$ cat src/rtl/sample_arbiter.sv
// sample_arbiter: shares one 48-bit sample serializer among four producers
// using round-robin arbitration with optional fixed priority for requester 0.
module sample_arbiter #(
  parameter int NREQ   = 4,
  parameter bit PRIO0  = 1'b1,
  parameter bit TAG_EN = 1'b0
) (
  input  logic                 clk,
  input  logic                 reset,
  input  logic [48*NREQ-1:0]   req_sample,
  input  logic [NREQ-1:0]      req_rdy,
  output logic [NREQ-1:0]      req_ack,
  input  logic [NREQ-1:0]      enable,
  output logic [47:0]          out_sample,
  output logic                 out_rdy,
  input  logic                 out_ack,
  output logic [1:0]           grant_idx,
  output logic                 busy
);
  typedef enum logic [1:0] {IDLE, LOAD, SEND, ACK} state_t;
  state_t state, state_nx;
  logic [NREQ-1:0] elig;
  logic [1:0] last, win, idx;
  logic [47:0] win_sample, tag_sample;
  assign elig = req_rdy & enable;
  assign win_sample = req_sample[48*win +: 48];
  assign tag_sample = TAG_EN ? {win, win_sample[45:0]} : win_sample;
  assign busy = (state == LOAD) || (state == SEND);
  // scan offsets 4..1 so the lowest offset after last is written last and wins
  always_comb begin
    win = 2'd0;
    idx = 2'd0;
    for (int k = 4; k >= 1; k--) begin
      idx = last + 2'(k);
      if (elig[idx]) win = idx;
    end
    if (PRIO0 && elig[0]) win = 2'd0;
  end
  always_comb begin
    state_nx = state;
    case (state)
      IDLE: state_nx = |elig ? LOAD : IDLE;
      LOAD: state_nx = SEND;
      SEND: state_nx = out_ack ? ACK : SEND;
      ACK:  state_nx = IDLE;
      default: state_nx = IDLE;
    endcase
  end
  always_ff @(posedge clk or posedge reset)
    if (reset) state <= IDLE;
    else state <= state_nx;
  always_ff @(posedge clk or posedge reset)
    if (reset) begin
      out_rdy    <= 1'b0;
      req_ack    <= '0;
      out_sample <= '0;
      grant_idx  <= '0;
      last       <= 2'd3;
    end else begin
      req_ack <= '0;
      if (state == IDLE && |elig) begin
        grant_idx  <= win;
        out_sample <= tag_sample;
      end
      if (state == LOAD) out_rdy <= 1'b1;
      if (state == SEND && out_ack) begin
        out_rdy            <= 1'b0;
        req_ack[grant_idx] <= 1'b1;
        last               <= grant_idx;
      end
    end
endmodule

$ cat config.mk
export PLATFORM = sky130hd
export DESIGN_NAME = sample_arbiter
export DESIGN_NICKNAME = d
export VERILOG_FILES = /design/src/rtl/sample_arbiter.sv
export SDC_FILE = /design/constraint.sdc
export NUM_CORES = 1
export LEC_CHECK = 0
export BUFFER_PORTS_ARGS = -buffer_cell sky130_fd_sc_hd__buf_2
export CAP_MARGIN = 0
export CORE_MARGIN = 10
export CORE_UTILIZATION = 35
export DETAILED_ROUTE_END_ITERATION = 8
export PLACE_DENSITY = 0.7
export SLEW_MARGIN = 20
export SYNTH_ARGS = -nofsm -noshare
export SYNTH_HDL_FRONTEND = slang
export SYNTH_SLANG_ARGS = --single-unit
export TNS_END_PERCENT = 30
$ cat constraint.sdc
create_clock -name clk -period 5.4 [get_ports clk]
set_input_delay 0.54 -clock clk [delete_from_list [all_inputs] [get_ports clk]]
set_output_delay 0.54 -clock clk [all_outputs]
set_load 0.01 [all_outputs]
==> metrics.md <==
| Metric | Value |
|---|---|
| Outcome | complete, no violations |
| Diodes inserted | 0 |
| Initial DRC Count | between 200 and 300 |
| Hold Crit Class | primary input to async pin |
| Clock Power Share | 0.220 |
| Main area contributors after synthesis | dfrtp_1, mux2_4, a222oi_1, nand2_1, o21ai_1 |
| Post-Synthesis Cells | 324 |
| Crit start category | primary input |
| RSZ-0062 raised after global routing | false |
| Wirelength, routed | 13,700 microns |
| Post-synth top flop | dfrtp_1 |
| Asr flop ratio synth | 1.00 |
| Most frequent cells in the layout | buf_2, nand2_1, dfrtp_1 |
| Routed Antenna Nets | 0 |
| CTS tree | yes |
| Post-layout util | 0.508 |
| Worst slew pin tran | 1060 ps |
| Overall routing resource usage | 0.175 |
| Post-synth top area share | 0.395 |
| Post_cts resized | 0 |
| Initial antenna violation count | 0 |
| Worst Path Max Fanout | 55 |
| CTS root buf | clkbuf_8 |
| Synth Cell Area | around 3600 sq um |
| Cell area after layout | 5180 sq um |
| Most common cell after layout, fill and taps aside | buf_2 |
| CTS Sinks | 59 |
| GRT overflow | 0 |
| DR pass1 iterations | 7 |
| Post-CTS Hold Buffers | 0 |
| Final hold vios | 0 |
| TNS Setup | 0 ps |
| Hpwl dp | 10,700 microns |
| Leak | 2.69 nW |
| Layout cells sized above 1 | 0.585 |
| Internal cell power | roughly 1.4 mW |
| Post-synth net total | 530 |
| Power per cell area | 432 nW/um^2 |
| YS warnings | 0 |
| Fill cells | 966 |
| Period utilization | 0.556 |
| Input/output buffers | 258 |
| Number of global-route vias before repair | approximately 4,200 |
| Seq pwr share | 0.345 |
| Worst skew pair latency | 330 ps |
| CTS clk-pin slew, worst paths | about 70 ps |
| Minimum clock period | 3000 ps |
| H-tree depth | 3 |
| I/O pins | 259 |
| CP required | 5600 ps |
| Number of remaining DRC errors | 0 |
| Fmax | 0.333 GHz |
| Maximum VDD drop | approximately 0.19 mV |
| Synth Register Bits | a little under 60 |
| Critical path type | primary input to flop |
| Setup bufs post-CTS | 0 |
| Post-synth cell types | 35 |
| PnR worst setup slack | roughly 2400 ps |
| Area grow syn2layout | 43.4% |
| WL/cell | around 19 microns |
| Maximum buffer depth of the clock tree | 2 |
| Post-synth EDFFs | 0 |
| Nets@finish | 777 |
| Dpl ws | 2040 ps |
| Via count | 3,702 |
| Headroom to the max-slew limit | 0.290 |
| Seq/Total Area, Yosys | 0.410 |
| Crit path arrival time | 3200 ps |
| Combinational power share | 0.435 |
| Worst Skew | 5.55 ps |
| Core outline area | 10,200 sq um |
| CP endpoint kind | flop |
| Synth Area per Inst | 11.1 sq um |
| Pwr Total | between 2 and 2.5 mW |
| Initial Util | 0.354 |
| Switch Pwr | 0.841 mW |
| Reg-to-reg slack, setup | 2570 ps |
| Routability Congestion | 0.881 |
| Max Cap Viol | 0 |
| Net Sw Frac | 0.376 |
| Setup Viol. Count Final | 0 |
| DR vias/cell | 5.20 |
| Fin. max-slew vios | 0 |
| Die ar. | 14,800 sq um |
| Cell Rows | 37 |
| Die Y | 122 microns |
| Number of buffers created by CTS | 9 |
| Die X-Extent | between 100 and 150 microns |
| Placed cell area | around 4900 sq um |
| Largest area contributor in the netlist | dfrtp_1 |
| First-pass GRT wire length | 20,900 microns |
| Largest net degree at the start of global routing | 60 |
synth_stat cells (4+ instances only):
cell and n:
a222oi_1 42, buf_12 4, buf_6 5, clkbuf_1 17, dfrtp_1 57, inv_1 5, mux2_2 6, mux2_4 36
mux2i_1 12, nand2_1 58, nor2_1 4, o21ai_1 42
worst paths after layout:
| kind | from | endpoint | depth (start not counted) |
|---|---|---|---|
| min reg2reg | out_rdy$_DFFE_PP0P_ | out_rdy$_DFFE_PP0P_ | 1 |
| max | req_rdy[0] | out_sample[13]$_DFFE_PP0P_ | 7 |
| max in group asynchronous | reset | out_sample[26]$_DFFE_PP0P_ | 3 |
| min in group clk | out_ack | last[1]$_DFFE_PP1P_ | 3 |
| min | reset | out_sample[40]$_DFFE_PP0P_ | 3 |
| max reg2reg | last[1]$_DFFE_PP1P_ | out_sample[13]$_DFFE_PP0P_ | 6 |
sequential cells by signal, indices dropped and copies added (netlist names):
| register | cells |
|---|---|
| state | 2 |
| req_ack | 4 |
| grant_idx | 2 |
| out_sample | 48 |
| last | 2 |
| out_rdy | 1 |
power by group through the flow:
stage	clock network (mW)	registers, mW	logic, mW
floorplan	0	0.860	0.489
finish	0.492	0.770	0.973
CTS	0.510	0.771	0.995
detailed placement	0	0.776	0.995
global route	0.526	0.799	1.09
global placement	0	0.762	0.972
critical path: stages:
cell and delay, ps:
buf_2 100, and2_2 510, a311oi_4 340, buf_4 830, mux2_2 420, a222oi_1 340
o21ai_1 90
cell families (layout without fill, tap and decap cells):
logic type,Yosys count,in the layout,share of synthesized area
flip-flops,59,59,0.410
AND/OR/NAND/NOR,74,74,0.0880
buffers and inverters,34,286,0.0683
AO/OA/AOI/OAI,99,99,0.219
multiplexers,54,54,0.202
adder cells (fa/ha/maj),4,4,0.0135
metal layers:
metal  up-vias  share of wire  track usage
met4         0          0.014       0.0663
met5         -              0            0
met3        12           0.11       0.0786
met1      1760           0.37        0.177
met2       183           0.51        0.311
li1       1747              -            -
cell type report:
class,instances,area [sq um],share of cell area
repair buffers,265,1350,0.260
multi-input cells,231,1920,0.371
clock buffers,11,141,0.0273
flip-flops and latches,59,1480,0.286
well taps,136,170,0.0329
clock inverters,5,100,0.0193
inverters,5,18.8,0.00363
metrics by stage:
step	std cells	hold WS (ps)
5_1_grt	712	474
2_1_floorplan	324	451
4_1_cts	711	433
3_3_place_gp	695	459
3_5_place_dp	695	467
6_report	712	417
Note: power is estimated with default switching activity, not from simulation.
